File: src/rtl/wb_arb_pkg.sv
// Shared types and helpers for the Wishbone round-robin arbiter family.
package wb_arb_pkg;

   localparam int MAX_MASTERS = 8;
   localparam int PTR_MAX_W   = 3;
   localparam int BYTE_W      = 8;

   typedef enum logic {
      IDLE = 1'b0,
      BUSY = 1'b1
   } arb_state_e;

   function automatic int sel_width(input int data_w);
      return data_w / BYTE_W;
   endfunction

   function automatic int ptr_width(input int n);
      return (n > 1) ? $clog2(n) : 1;
   endfunction

   // One-hot grant for the first requester at or after ptr, wrapping modulo n.
   function automatic logic [MAX_MASTERS-1:0] rr_pick(input logic [MAX_MASTERS-1:0] req,
                                                       input logic [PTR_MAX_W-1:0]   ptr,
                                                       input int                     n);
      logic [MAX_MASTERS-1:0] gnt;
      logic [PTR_MAX_W-1:0]   idx;
      gnt = '0;
      for (int i = 0; i < MAX_MASTERS; i++) begin
         idx = PTR_MAX_W'((int'(ptr) + i) % n);
         if (i < n && gnt == '0 && req[idx]) gnt[idx] = 1'b1;
      end
      return gnt;
   endfunction

endpackage

File: src/rtl/wb_rr_pick.sv
// Combinational round-robin priority encoder: request vector + start pointer -> one-hot grant.
module wb_rr_pick
   import wb_arb_pkg::*;
#(
   parameter int N = 2,
   localparam int PW = ptr_width(N)
) (
   input  logic [N-1:0]  req_i,
   input  logic [PW-1:0] ptr_i,
   output logic [N-1:0]  gnt_o
);

   assign gnt_o = N'(rr_pick(MAX_MASTERS'(req_i), PTR_MAX_W'(ptr_i), N));

endmodule

File: src/rtl/wb_rr_arbiter.sv
// N-master to 1-slave pipelined Wishbone round-robin arbiter; grant held for the whole cyc.
// Define WB_RR_ARBITER_WATCHDOG_EN to add the bus watchdog and the sticky timeout_o flag.
module wb_rr_arbiter
   import wb_arb_pkg::*;
#(
   parameter int N_MASTERS = 2,
   parameter int ADDR_W    = 8,
   parameter int DATA_W    = 32
`ifdef WB_RR_ARBITER_WATCHDOG_EN
   ,
   parameter int TIMEOUT_CYC = 255
`endif
) (
   input  logic                                   clk_i,
   input  logic                                   rst_i,
   input  logic [N_MASTERS-1:0]                   m_cyc_i,
   input  logic [N_MASTERS-1:0]                   m_stb_i,
   input  logic [N_MASTERS-1:0]                   m_we_i,
   input  logic [N_MASTERS*ADDR_W-1:0]            m_adr_i,
   input  logic [N_MASTERS*sel_width(DATA_W)-1:0] m_sel_i,
   input  logic [N_MASTERS*DATA_W-1:0]            m_dat_i,
   output logic [N_MASTERS-1:0]                   m_ack_o,
   output logic [N_MASTERS-1:0]                   m_err_o,
   output logic [N_MASTERS-1:0]                   m_stall_o,
   output logic [DATA_W-1:0]                      m_dat_o,
   output logic                                   s_cyc_o,
   output logic                                   s_stb_o,
   output logic                                   s_we_o,
   output logic [ADDR_W-1:0]                      s_adr_o,
   output logic [sel_width(DATA_W)-1:0]           s_sel_o,
   output logic [DATA_W-1:0]                      s_dat_o,
   input  logic                                   s_ack_i,
   input  logic                                   s_err_i,
   input  logic                                   s_stall_i,
   input  logic [DATA_W-1:0]                      s_dat_i,
   output logic [N_MASTERS-1:0]                   grant_o
`ifdef WB_RR_ARBITER_WATCHDOG_EN
   ,
   output logic                                   timeout_o
`endif
);

   localparam int SEL_W = sel_width(DATA_W);
   localparam int PTR_W = ptr_width(N_MASTERS);

   arb_state_e           state_q, state_d;
   logic [N_MASTERS-1:0] grant_q, grant_d, pick;
   logic [PTR_W-1:0]     ptr_q, ptr_d, next_ptr;
   logic                 g_cyc, g_stb, g_we, release_bus;

`ifdef WB_RR_ARBITER_WATCHDOG_EN
   localparam int WD_W = $clog2(TIMEOUT_CYC + 1);
   logic [WD_W-1:0] wd_q, wd_d;
   logic            timeout_q, timeout_d, wd_fire;
   assign timeout_o = timeout_q;
`endif

   // ptr_q holds where the next search starts, so reset value 0 means master 0 is tried first.
   wb_rr_pick #(.N(N_MASTERS)) u_pick (
      .req_i (m_cyc_i),
      .ptr_i (ptr_q),
      .gnt_o (pick)
   );

   assign m_dat_o = s_dat_i;
   assign grant_o = grant_q;

   // One-hot AND-OR mux of the granted master's request signals.
   always_comb begin
      // NOTE: every variable gets a default before any branch so no path can infer a latch.
      g_cyc    = 1'b0;
      g_stb    = 1'b0;
      g_we     = 1'b0;
      s_adr_o  = '0;
      s_sel_o  = '0;
      s_dat_o  = '0;
      next_ptr = ptr_q;
      for (int i = 0; i < N_MASTERS; i++) begin
         if (grant_q[i]) begin
            g_cyc    = m_cyc_i[i];
            g_stb    = m_stb_i[i];
            g_we     = m_we_i[i];
            s_adr_o  = m_adr_i[i*ADDR_W +: ADDR_W];
            s_sel_o  = m_sel_i[i*SEL_W +: SEL_W];
            s_dat_o  = m_dat_i[i*DATA_W +: DATA_W];
            next_ptr = PTR_W'((i + 1) % N_MASTERS);
         end
      end
   end

   always_comb begin
      state_d     = state_q;
      grant_d     = grant_q;
      ptr_d       = ptr_q;
      s_cyc_o     = 1'b0;
      s_stb_o     = 1'b0;
      s_we_o      = 1'b0;
      m_ack_o     = '0;
      m_err_o     = '0;
      m_stall_o   = '1;
      release_bus = 1'b0;
`ifdef WB_RR_ARBITER_WATCHDOG_EN
      wd_d        = wd_q;
      timeout_d   = timeout_q;
      wd_fire     = 1'b0;
`endif
      case (state_q)
         IDLE: begin
            if (|m_cyc_i) begin
               grant_d = pick;
               state_d = BUSY;
`ifdef WB_RR_ARBITER_WATCHDOG_EN
               wd_d    = '0;
`endif
            end
         end
         BUSY: begin
            s_cyc_o     = g_cyc;
            s_stb_o     = g_stb;
            s_we_o      = g_we;
            m_ack_o     = grant_q & {N_MASTERS{s_ack_i}};
            m_err_o     = grant_q & {N_MASTERS{s_err_i}};
            m_stall_o   = ~grant_q | {N_MASTERS{s_stall_i}};
            release_bus = ~g_cyc;
`ifdef WB_RR_ARBITER_WATCHDOG_EN
            if (wd_q == WD_W'(TIMEOUT_CYC)) begin
               wd_fire   = 1'b1;
               s_cyc_o   = 1'b0;
               s_stb_o   = 1'b0;
               m_ack_o   = '0;
               m_err_o   = grant_q;
               timeout_d = 1'b1;
            end else if (s_ack_i || s_err_i) begin
               wd_d = '0;
            end else begin
               wd_d = wd_q + 1'b1;
            end
            release_bus = release_bus | wd_fire;
`endif
            if (release_bus) begin
               state_d = IDLE;
               grant_d = '0;
               ptr_d   = next_ptr;
            end
         end
         default: state_d = IDLE;
      endcase
   end

   // NOTE: sequential state uses non-blocking assignments so all flops sample pre-edge values.
   always_ff @(posedge clk_i) begin
      if (rst_i) begin
         state_q   <= IDLE;
         grant_q   <= '0;
         ptr_q     <= '0;
`ifdef WB_RR_ARBITER_WATCHDOG_EN
         wd_q      <= '0;
         timeout_q <= 1'b0;
`endif
      end else begin
         state_q   <= state_d;
         grant_q   <= grant_d;
         ptr_q     <= ptr_d;
`ifdef WB_RR_ARBITER_WATCHDOG_EN
         wd_q      <= wd_d;
         timeout_q <= timeout_d;
`endif
      end
   end

endmodule

File: config.mk
export PLATFORM = sky130hd
export DESIGN_NAME = wb_rr_arbiter
export DESIGN_NICKNAME = d
export VERILOG_FILES = /design/src/rtl/wb_arb_pkg.sv /design/src/rtl/wb_rr_pick.sv /design/src/rtl/wb_rr_arbiter.sv
export SDC_FILE = /design/constraint.sdc
export NUM_CORES = 1
export LEC_CHECK = 0
export CAP_MARGIN = 20
export CORE_ASPECT_RATIO = 0.5
export CORE_MARGIN = 2
export CORE_UTILIZATION = 16
export DETAILED_ROUTE_END_ITERATION = 10
export GPL_TIMING_DRIVEN = 1
export PLACE_DENSITY = 0.8
export SYNTH_ARGS = -nofsm -noshare
export SYNTH_HDL_FRONTEND = slang
export SYNTH_SLANG_ARGS = --single-unit
File: constraint.sdc
create_clock -name clk_i -period 1.1 [get_ports clk_i]
set_input_delay 0.22 -clock clk_i [delete_from_list [all_inputs] [get_ports clk_i]]
set_output_delay 0.22 -clock clk_i [all_outputs]
set_load 0.05 [all_outputs]
==> results.sh <==
export IMPL_cp_arrival_ps=1400
export IMPL_syn_avg_cell_area_um2=7.72
export IMPL_initial_core_util=0.168
export IMPL_vias_per_cell=4.71
export IMPL_fin_hold_ws_ps=440
export IMPL_first_global_vias=1653
export IMPL_totalWireLength_um=7320
export IMPL_yosysWarnings=0
export IMPL_vias=1598
export IMPL_timing_fmax_mhz=617
export IMPL_postSynthCellCount=121
export IMPL_antenna_left=0
export IMPL_dieArea_um2=6510
export IMPL_synth_fa_ha_area_frac=0
export IMPL_layout_setup_ws_ps=-522
export IMPL_setup_viol=58
export IMPL_drt_first_iter_violations=38
export IMPL_drc_errors=0
export IMPL_synth_top_area_frac=0.412
export IMPL_required_ps=880
export IMPL_drv_slew=0
export IMPL_power_density_nw_per_um2=832
export IMPL_antenna_found_initial=0
export IMPL_final_hold_viol_count=0
export IMPL_grt_pass1_wl_um=9200
export IMPL_r2r_end="ptr_q"
export IMPL_synth_top_family_by_area="compound AO/OA/AOI/OAI gates"
export IMPL_min_period_ps=1620
export IMPL_rsz0062_at_grt="true"
export IMPL_overflow=0
export IMPL_clock_latency_ps=230
export IMPL_slew_headroom=0.825
export IMPL_grtUsageMet3=0.0251
export IMPL_rows=19
export IMPL_wl_per_cell_um=21.6
export IMPL_netlist_area_um2=935
export IMPL_crit_fanout=7
export IMPL_path_class="reg -> out"
export IMPL_synthMuxAreaShare=0
export IMPL_yosys_area_top_type="a22o_1"
export IMPL_fin_skew_ps=0.135
export IMPL_ff2ff_setup_slack_ps=-240
export IMPL_outcome="finished with violations"
export IMPL_nets=399
export IMPL_violations="setup timing"
export IMPL_yosysMostFrequentCell="a22o_1"
export IMPL_die_x_um=112
export IMPL_peakVddDrop_mv=0.600
export IMPL_start_kind="flop"
export IMPL_placed_cells=321
export IMPL_hp_start="s_dat_i[11]"
export IMPL_crit_path_end_kind="output pin"
export IMPL_min_to="m_dat_o[11]"
export IMPL_grt_max_degree=31
export IMPL_grt_use_met1=0.196
export IMPL_holdPathStages=0
export IMPL_numCtsBuffers=3
export IMPL_hp_class="in -> out"
export IMPL_finalCritPeriodShare=1.47
export IMPL_io_buffers=153
export IMPL_power_leakage_nw=1.61
export IMPL_fin_cells=339
export IMPL_rr_worst_depth=5
export IMPL_synth_seq_cells=4
export IMPL_grt_usage=0.180
export IMPL_synth_flop_cell="dfxtp_1"
export IMPL_core_um2=5560
export IMPL_synth_compound_area_frac=0.495
export IMPL_n_antenna_cell=0
export IMPL_synth_area_leaders="a22o_1 (41%), buf_4 (26%), dfxtp_1 (8.6%)"
export IMPL_ys_seq_area_frac=0.0857
export IMPL_firstDrtPassIters=4
export IMPL_gp_congestion=0.763
export IMPL_drive_gt1_frac=0.590
export IMPL_cap_violations=0
export IMPL_dp_hpwl_um=5050
export IMPL_met2_usage=0.367
export IMPL_clock_path_buffers=2
export IMPL_synthArstFlopShare=0
export IMPL_ys_types=21
export IMPL_clock_sinks=4
export IMPL_synth_common_cells="a22o_1 (44), buf_4 (32), buf_2 (7)"
export IMPL_tightestPinTransition_ps=260
export IMPL_synth_edf_count=0
export IMPL_gr_max_usage_layer="met2"
export IMPL_die_y_um=58.0
export IMPL_areaGrowthSynthToFinish_pct=304
export IMPL_cts_root_buf="clkbuf_16"
export IMPL_cts_htree_levels=1
export IMPL_hold_buffers=0
export IMPL_clk_pin_slew_ps=30
export IMPL_ios=218
export IMPL_r2r_start="grant_o[0]"
export IMPL_cts_tree="built"
export IMPL_post_synth_and_or_nand_nor_area_fraction=0.0964
export IMPL_syn_nets=252
export IMPL_synth_xor_area_frac=0
## report_power, final
part	switching [mW]	internal, mW
clock	0.107	0.465
combinational	1.08	1.32
sequential	0.0164	0.157
total	1.20	1.94
## cell families after synthesis
kind of cell	Yosys count
AO/OA/AOI/OAI	56
buffers and inverters	46
flip-flops	4
AND/OR/NAND/NOR	15
## worst max path at each step
stage	from	to	slack, ps
after detailed placement	m_cyc_i[0]	s_cyc_o	-470
after CTS	grant_o[1]	s_dat_o[28]	-460
after global placement	m_cyc_i[0]	s_cyc_o	-450
final	grant_o[0]	s_dat_o[2]	-520
after floorplan	grant_o[1]	s_adr_o[0]	-320
after global routing	grant_o[0]	s_dat_o[13]	-540
## registers in the layout, indices dropped and copies added (netlist names)
signal and flops:
ptr_q 1, grant_o 2, state_q 1
## worst max-delay path, cell delays in order (launching register included)
cell and delay [ps]:
dfxtp_4 340, nor2b_4 140, buf_12 150, clkbuf_16 170, a22o_4 230, buf_12 150
## placed cells by master, fill, tap and decap left out
| cell type | count |
|---|---|
| buf_4 | 15 |
| o211ai_1 | 2 |
| inv_4 | 1 |
| nand2b_1 | 1 |
| inv_2 | 1 |
| a22o_4 | 44 |
| and3_1 | 1 |
| buf_16 | 1 |
| a21oi_1 | 2 |
| buf_8 | 1 |
| a21oi_2 | 2 |
| dfxtp_4 | 2 |
| or3_4 | 1 |
| clkdlybuf4s50_1 | 97 |
| dfxtp_2 | 1 |
| and3_4 | 4 |
| nor2_4 | 3 |
| nor2b_4 | 2 |
| or4_4 | 1 |
| a211o_2 | 1 |
| dfxtp_1 | 1 |
| dlygate4sd2_1 | 1 |
| buf_12 | 58 |
| buf_6 | 8 |
| inv_1 | 1 |
| o21ai_1 | 1 |
| o21ai_0 | 1 |
| nand2_1 | 1 |
| a22oi_2 | 3 |
| or2_4 | 1 |
| clkbuf_16 | 7 |
## metal layers
| metal | wire, µm | vias to the layer above |
|---|---|---|
| met3 | 211 | 12 |
| met2 | 4290 | 52 |
| met1 | 2700 | 808 |
| met5 | 0 | - |
| li1 | - | 726 |
| met4 | 121 | 0 |
## timing repair
action                     in CTS  in global routing
gates cloned                    0                  5
setup buffers                   6                  5
setup endpoints to repair      57                 58
pin swaps                       0                  6
resized for setup              16                 19
## through the flow
stage               utilization  setup TNS (ps)  power (mW)  worst slack, ps  area, µm²
floorplan                     -          -15200        1.48             -320       1390
global placement          0.604          -11470        2.31             -452       3360
detailed placement        0.604          -12450        2.34             -468       3360
CTS                       0.636          -22650        2.97             -463       3540
global route              0.679          -27040        3.22             -535       3780
finish                    0.679          -26200        3.14             -522       3780
## cell type report
class                   count  area (µm²)
fillers                   365        1780
well taps                  73        91.3
inverters                   3        13.8
repair buffers            185        2490
clock buffers               3        75.1
flip-flops and latches      4        88.8
multi-input cells          71        1020
(Power assumes the default switching activity.)
==> variant 1, RTL diff (same settings) <==
`DATA_W`: 32 -> 48.
--- a/src/rtl/wb_rr_arbiter.sv
+++ b/src/rtl/wb_rr_arbiter.sv
@@ -6,5 +6,5 @@
    parameter int N_MASTERS = 2,
    parameter int ADDR_W    = 8,
-   parameter int DATA_W    = 32
+   parameter int DATA_W    = 48
 `ifdef WB_RR_ARBITER_WATCHDOG_EN
    ,
Interface: changed (6 resized); port bits go from 218 to 304. No check against the original RTL was run, so the function may have changed too.
==> variant 1 against the unedited design <==
The run still ends with negative setup slack left. Synthesized cell count increased by 36%. Area after synthesis is 56% higher. Maximum frequency rose by 2.2%. First-iteration DRC count increased by 2.6%. Worst setup slack better by 35 ps. Register-to-register slack better by 40 ps. Design area is 17% higher. Cell count grew 34%. Power grew 26%. Critical path depth is the same. Routed wire length is 10% higher. Sequential cell count unchanged. Critical endpoint is now s_dat_o[40]. Largest cell class unchanged. Largest power group unchanged.
==> variant 1: results (changes against the unedited design) <==
- Largest net degree at the start of global routing: 28 (was 31)
- CTS root buf: clkbuf_16 (unchanged)
- DPL Wire Length: 6280 um (was 5050 um)
- Clock transition at path regs: 30 ps (about the same)
- Hold depth: 0 (unchanged)
- Drt via density: 4.33 (was 4.71)
- GRT Total Usage: 0.143 (was 0.180)
- LEAKAGE: 1.94 nW (was 1.61 nW)
- Antenna fix cells: 0 (unchanged)
- Placed Area: 3780 um^2 (was 3360 um^2)
- Main synth FF type: dfxtp_1 (unchanged)
- Routability Congestion: 0.806 (was 0.763)
- Synth warn: 0 (unchanged)
- Hold Path Class: in2out (unchanged)
- Largest cells by area after synthesis: a22o_2 34%, buf_4 25%, buf_12 9.6% (was a22o_1 41%, buf_4 26%, dfxtp_1 8.6%)
- Failing checks: negative setup slack (unchanged)
- Min-delay src: s_dat_i[11] (unchanged)
- Worst rel slew slack: 0.866 (was 0.825)
- Max-Cap Viols: 0 (unchanged)
- Hold worst-path end: m_dat_o[11] (unchanged)
- Most common cell in the synthesized netlist: a22o_2 (was a22o_1)
- Syn nets: 347 (was 252)
- Skew final: 2.29 ps (was 0.135 ps)
- R2R setup slack: -200 ps (was -240 ps)
- Fraction of final layout cells sized beyond drive strength 1: 0.546 (was 0.590)
- Register area share after synthesis: 0.0547 (was 0.0857)
- Number of antenna violations at the first check in global routing: 0 (unchanged)
- Outcome: complete, but fails checks (unchanged)
- Setup slack after layout: -487 ps (was -522 ps)
- Overflow after GRT: 0 (unchanged)
- Clock Path Buffers: 2 (unchanged)
- First-pass GRT wire length: 11400 um (was 9200 um)
- CP Max Fanout: 6 (was 7)
- Worst IR Drop VDD: 0.434 mV (was 0.600 mV)
- Post-synth ARST share: 0 (unchanged)
- RR Endpoint: grant_o[0]$_SDFFE_PP0P_ (was ptr_q$_SDFFE_PP0P_)
- Yosys cell types: 29 (was 21)
- Clock buffer count from CTS: 3 (unchanged)
- DRT Pass-1 Iters: 4 (unchanged)
- Iteration-0 DRC Markers: 39 (was 38)
- R2r worst-path depth: 5 (unchanged)
- Worst r2r src: grant_o[1]$_SDFFE_PP0P_ (was grant_o[0]$_SDFFE_PP0P_)
- Final setup fails: 75 (was 58)
- Nets: 521 (was 399)
- Clock latency on the worst-skew pair: 220 ps
- Post-synth top cells: 50 x a22o_2, 49 x buf_4, 12 x a22o_1, 7 x buf_12, 5 x clkbuf_1 (was 44 x a22o_1, 32 x buf_4, 7 x buf_2)
- H-tree Lvls: 1 (unchanged)
- Final WL: 8080 um (was 7320 um)
- Buffers on Ports: 207 (was 153)
- Crit path DAT: 1370 ps (was 1400 ps)
- Largest register FFs: 2 (unchanged)
==> variant 1: worst max-delay path, stage by stage, from the launching register on <==
cell	delay (ps)
dfxtp_4	330
nor2b_4	140
buf_4	150
clkbuf_16	160
a22o_4	220
buf_8	150
==> variant 1: stage by stage <==
| step | hold WS (ps) | total power, mW | cells | TNS (ps) | worst slack [ps] |
|---|---|---|---|---|---|
| after floorplan | 275 | 2.37 | 164 | -19920 | -297 |
| after global placement | 440 | 2.88 | 442 | -18250 | -351 |
| after detailed placement | 440 | 2.91 | 442 | -17840 | -361 |
| after CTS | 440 | 3.89 | 448 | -30780 | -484 |
| after global routing | 440 | 4.09 | 454 | -33440 | -510 |
| final | 440 | 3.96 | 454 | -31410 | -487 |
==> variant 1: how the worst max path moves through the flow <==
stage / end / depth (start not counted) / slack, ps / from
final: s_dat_o[40] / 5 / -490 / grant_o[0]$_SDFFE_PP0P_
after global routing: m_stall_o[1] / 4 / -510 / grant_o[1]$_SDFFE_PP0P_
after CTS: s_stb_o / 5 / -480 / grant_o[1]$_SDFFE_PP0P_
after detailed placement: s_cyc_o / 5 / -360 / m_cyc_i[0]
after global placement: s_cyc_o / 5 / -350 / m_cyc_i[0]
after floorplan: s_adr_o[0] / 5 / -300 / grant_o[1]$_SDFFE_PP0P_
==> variant 1: cells by family (layout without fill, tap and decap cells) <==
kind of cell,Yosys count,after routing,share of synthesized area
AO/OA/AOI/OAI,74,74,0.476
buffers and inverters,65,238,0.377
flip-flops,4,4,0.0547
AND/OR/NAND/NOR,21,21,0.0915
==> variant 1: where the power goes <==
part / switching [mW] / leakage (nW) / internal [mW]
combinational: 1.56 / 1.86 / 1.64
clock: 0.109 / 0.0382 / 0.479
sequential: 0.0151 / 0.0348 / 0.158
total: 1.68 / 1.94 / 2.28
==> variant 1: cell type report <==
class                      instances  area (um^2)
fill                             778         4370
timing repair buffer             233         2750
multi-input combinational         95         1360
tap                              117          146
sequential                         4         91.3
clock buffer                       4         78.8
inverter                           1         7.51
==> variant 1: per-layer routing <==
layer / vias to the layer above / routed length, um / global-route usage
li1: 925 / - / -
met4: 0 / 80 / 0.0348
met2: 71 / 4290 / 0.255
met5: - / 0 / 0
met1: 959 / 3160 / 0.174
met3: 12 / 540 / 0.0421
==> variant 1: what timing repair did <==
action                                  4_1_cts  5_1_grt
endpoints found under the setup margin       76       76
hold buffers                                  0        0
gates cloned                                  1        4
hold endpoints to repair                      0        0
setup buffers                                 1        2
resized for setup                           117        3
==> variant 2, RTL diff (same flow settings) <==
Made on the original files. Make the reset (`rst_i`) asynchronous in one clocked block.
--- a/src/rtl/wb_rr_arbiter.sv
+++ b/src/rtl/wb_rr_arbiter.sv
@@ -149,5 +149,5 @@
 
    // NOTE: sequential state uses non-blocking assignments so all flops sample pre-edge values.
-   always_ff @(posedge clk_i) begin
+   always_ff @(posedge clk_i or posedge rst_i) begin
       if (rst_i) begin
          state_q   <= IDLE;
Check against the original RTL: differs if rst_i is asserted again (counterexample within 4 cycles, from zero or initial values and one cycle with rst_i high); with rst_i held inactive, the same outputs for 10 cycles.
==> variant 2 against the unedited design <==
The run still ends with negative setup slack left. Design area is 1.8% lower. Highest routed layer unchanged. Sequential cell count unchanged. Non-clock buffer count is 2 lower. Worst setup slack lost 62 ps. Critical path depth unchanged. Routed wire length shrank 15%. Largest cell class unchanged. Area after synthesis up 17%.
Power is left out: it rests on default switching activity, and per cell area and clock period it moved more than threefold.
==> variant 2: results (changes against the unedited design) <==
- Outcome: complete, but fails checks (unchanged)
- Failing checks: negative setup slack (unchanged)
- Largest net degree at the start of global routing: 27 (was 31)
- Nets: 398 (was 399)
- Main synth FF type: dfrtp_1 (was dfxtp_1)
- Skew final: 2.26 ps (was 0.135 ps)
- Syn nets: 254 (was 252)
- Hold Path Class: in2async (was in2out)
- First-pass GRT wire length: 9110 um (was 9200 um)
- Setup slack after layout: -584 ps (was -522 ps)
- DR WL/cell: 17.5 um (was 21.6 um)
- Final setup fails: 57 (was 58)
- Routability Congestion: 0.791 (was 0.763)
- Minimum hold slack: 216 ps (was 440 ps)
- Finished Layout Cells: 357 (was 339)
- R2R setup slack: -90 ps (was -240 ps)
- Setup TNS: -28710 ps (was -26200 ps)
- Vias: 1535 (was 1598)
- Fraction of final layout cells sized beyond drive strength 1: 0.551 (was 0.590)
- CTS resizes: 10 (was 16)
- Post-Place Cells: 339 (was 321)
- DRT Pass-1 Iters: 5 (was 4)
- FILL cells: 519 (was 365)
- Largest cells by area after synthesis: a22o_2 35%, buf_4 23%, buf_12 9.1% (was a22o_1 41%, buf_4 26%, dfxtp_1 8.6%)
- Worst rel slew slack: 0.799 (was 0.825)
- GRT Total Usage: 0.153 (was 0.180)
- Post-CTS Setup Bufs: 4 (was 6)
-- variant 2: cell types whose count changed after synthesis, sizes merged, moves of 2 or more --
cell    delta
dfxtp      -4
nand3b     +2
a21oi      -2
dfrtp      +4
nand2b     +2
nor2b      +2
-- variant 2: area by class of cell --
type                    instances  share of cell area
clock buffers                   3              0.0202
well taps                      92              0.0310
flip-flops and latches          4              0.0280
repair buffers                183               0.654
multi-input cells              72               0.264
inverters                       3             0.00303
-- variant 2: critical path, stage by stage, from the launching register on --
cell	delay [ps]
dfrtp_2	410
nor2b_4	170
buf_12	130
clkbuf_16	150
a22o_4	220
buf_12	140
-- variant 2: per-layer routing --
metal	up-vias	share of wire	GRT usage
met5	-	0	0
met4	0	0.036	0.0814
met3	32	0.045	0.0210
met2	54	0.60	0.321
met1	729	0.32	0.140
li1	720	-	-
-- variant 2: final timing paths --
path,start,endpoint,depth (start not counted)
min in group clk_i,s_dat_i[12],m_dat_o[12],0
min,rst_i,ptr_q$_DFFE_PP0P_,2
min reg2reg,ptr_q$_DFFE_PP0P_,ptr_q$_DFFE_PP0P_,2
max in group asynchronous,rst_i,grant_o[0]$_DFFE_PP0P_,2
max,grant_o[0]$_DFFE_PP0P_,s_adr_o[2],5
max reg2reg,grant_o[1]$_DFFE_PP0P_,grant_o[0]$_DFFE_PP0P_,4
-- variant 2: cells by family after synthesis --
family	synth area share
compound gates	0.455
buf+inv	0.350
simple gates	0.104
flops	0.0912
-- variant 2: metrics by stage --
stage / area [um^2] / utilization / worst slack, ps
final: 3710 / 0.558 / -584
after global routing: 3710 / 0.558 / -635
after CTS: 3580 / 0.538 / -566
after detailed placement: 3410 / 0.513 / -497
after global placement: 3410 / 0.513 / -481
after floorplan: 1460 / - / -426
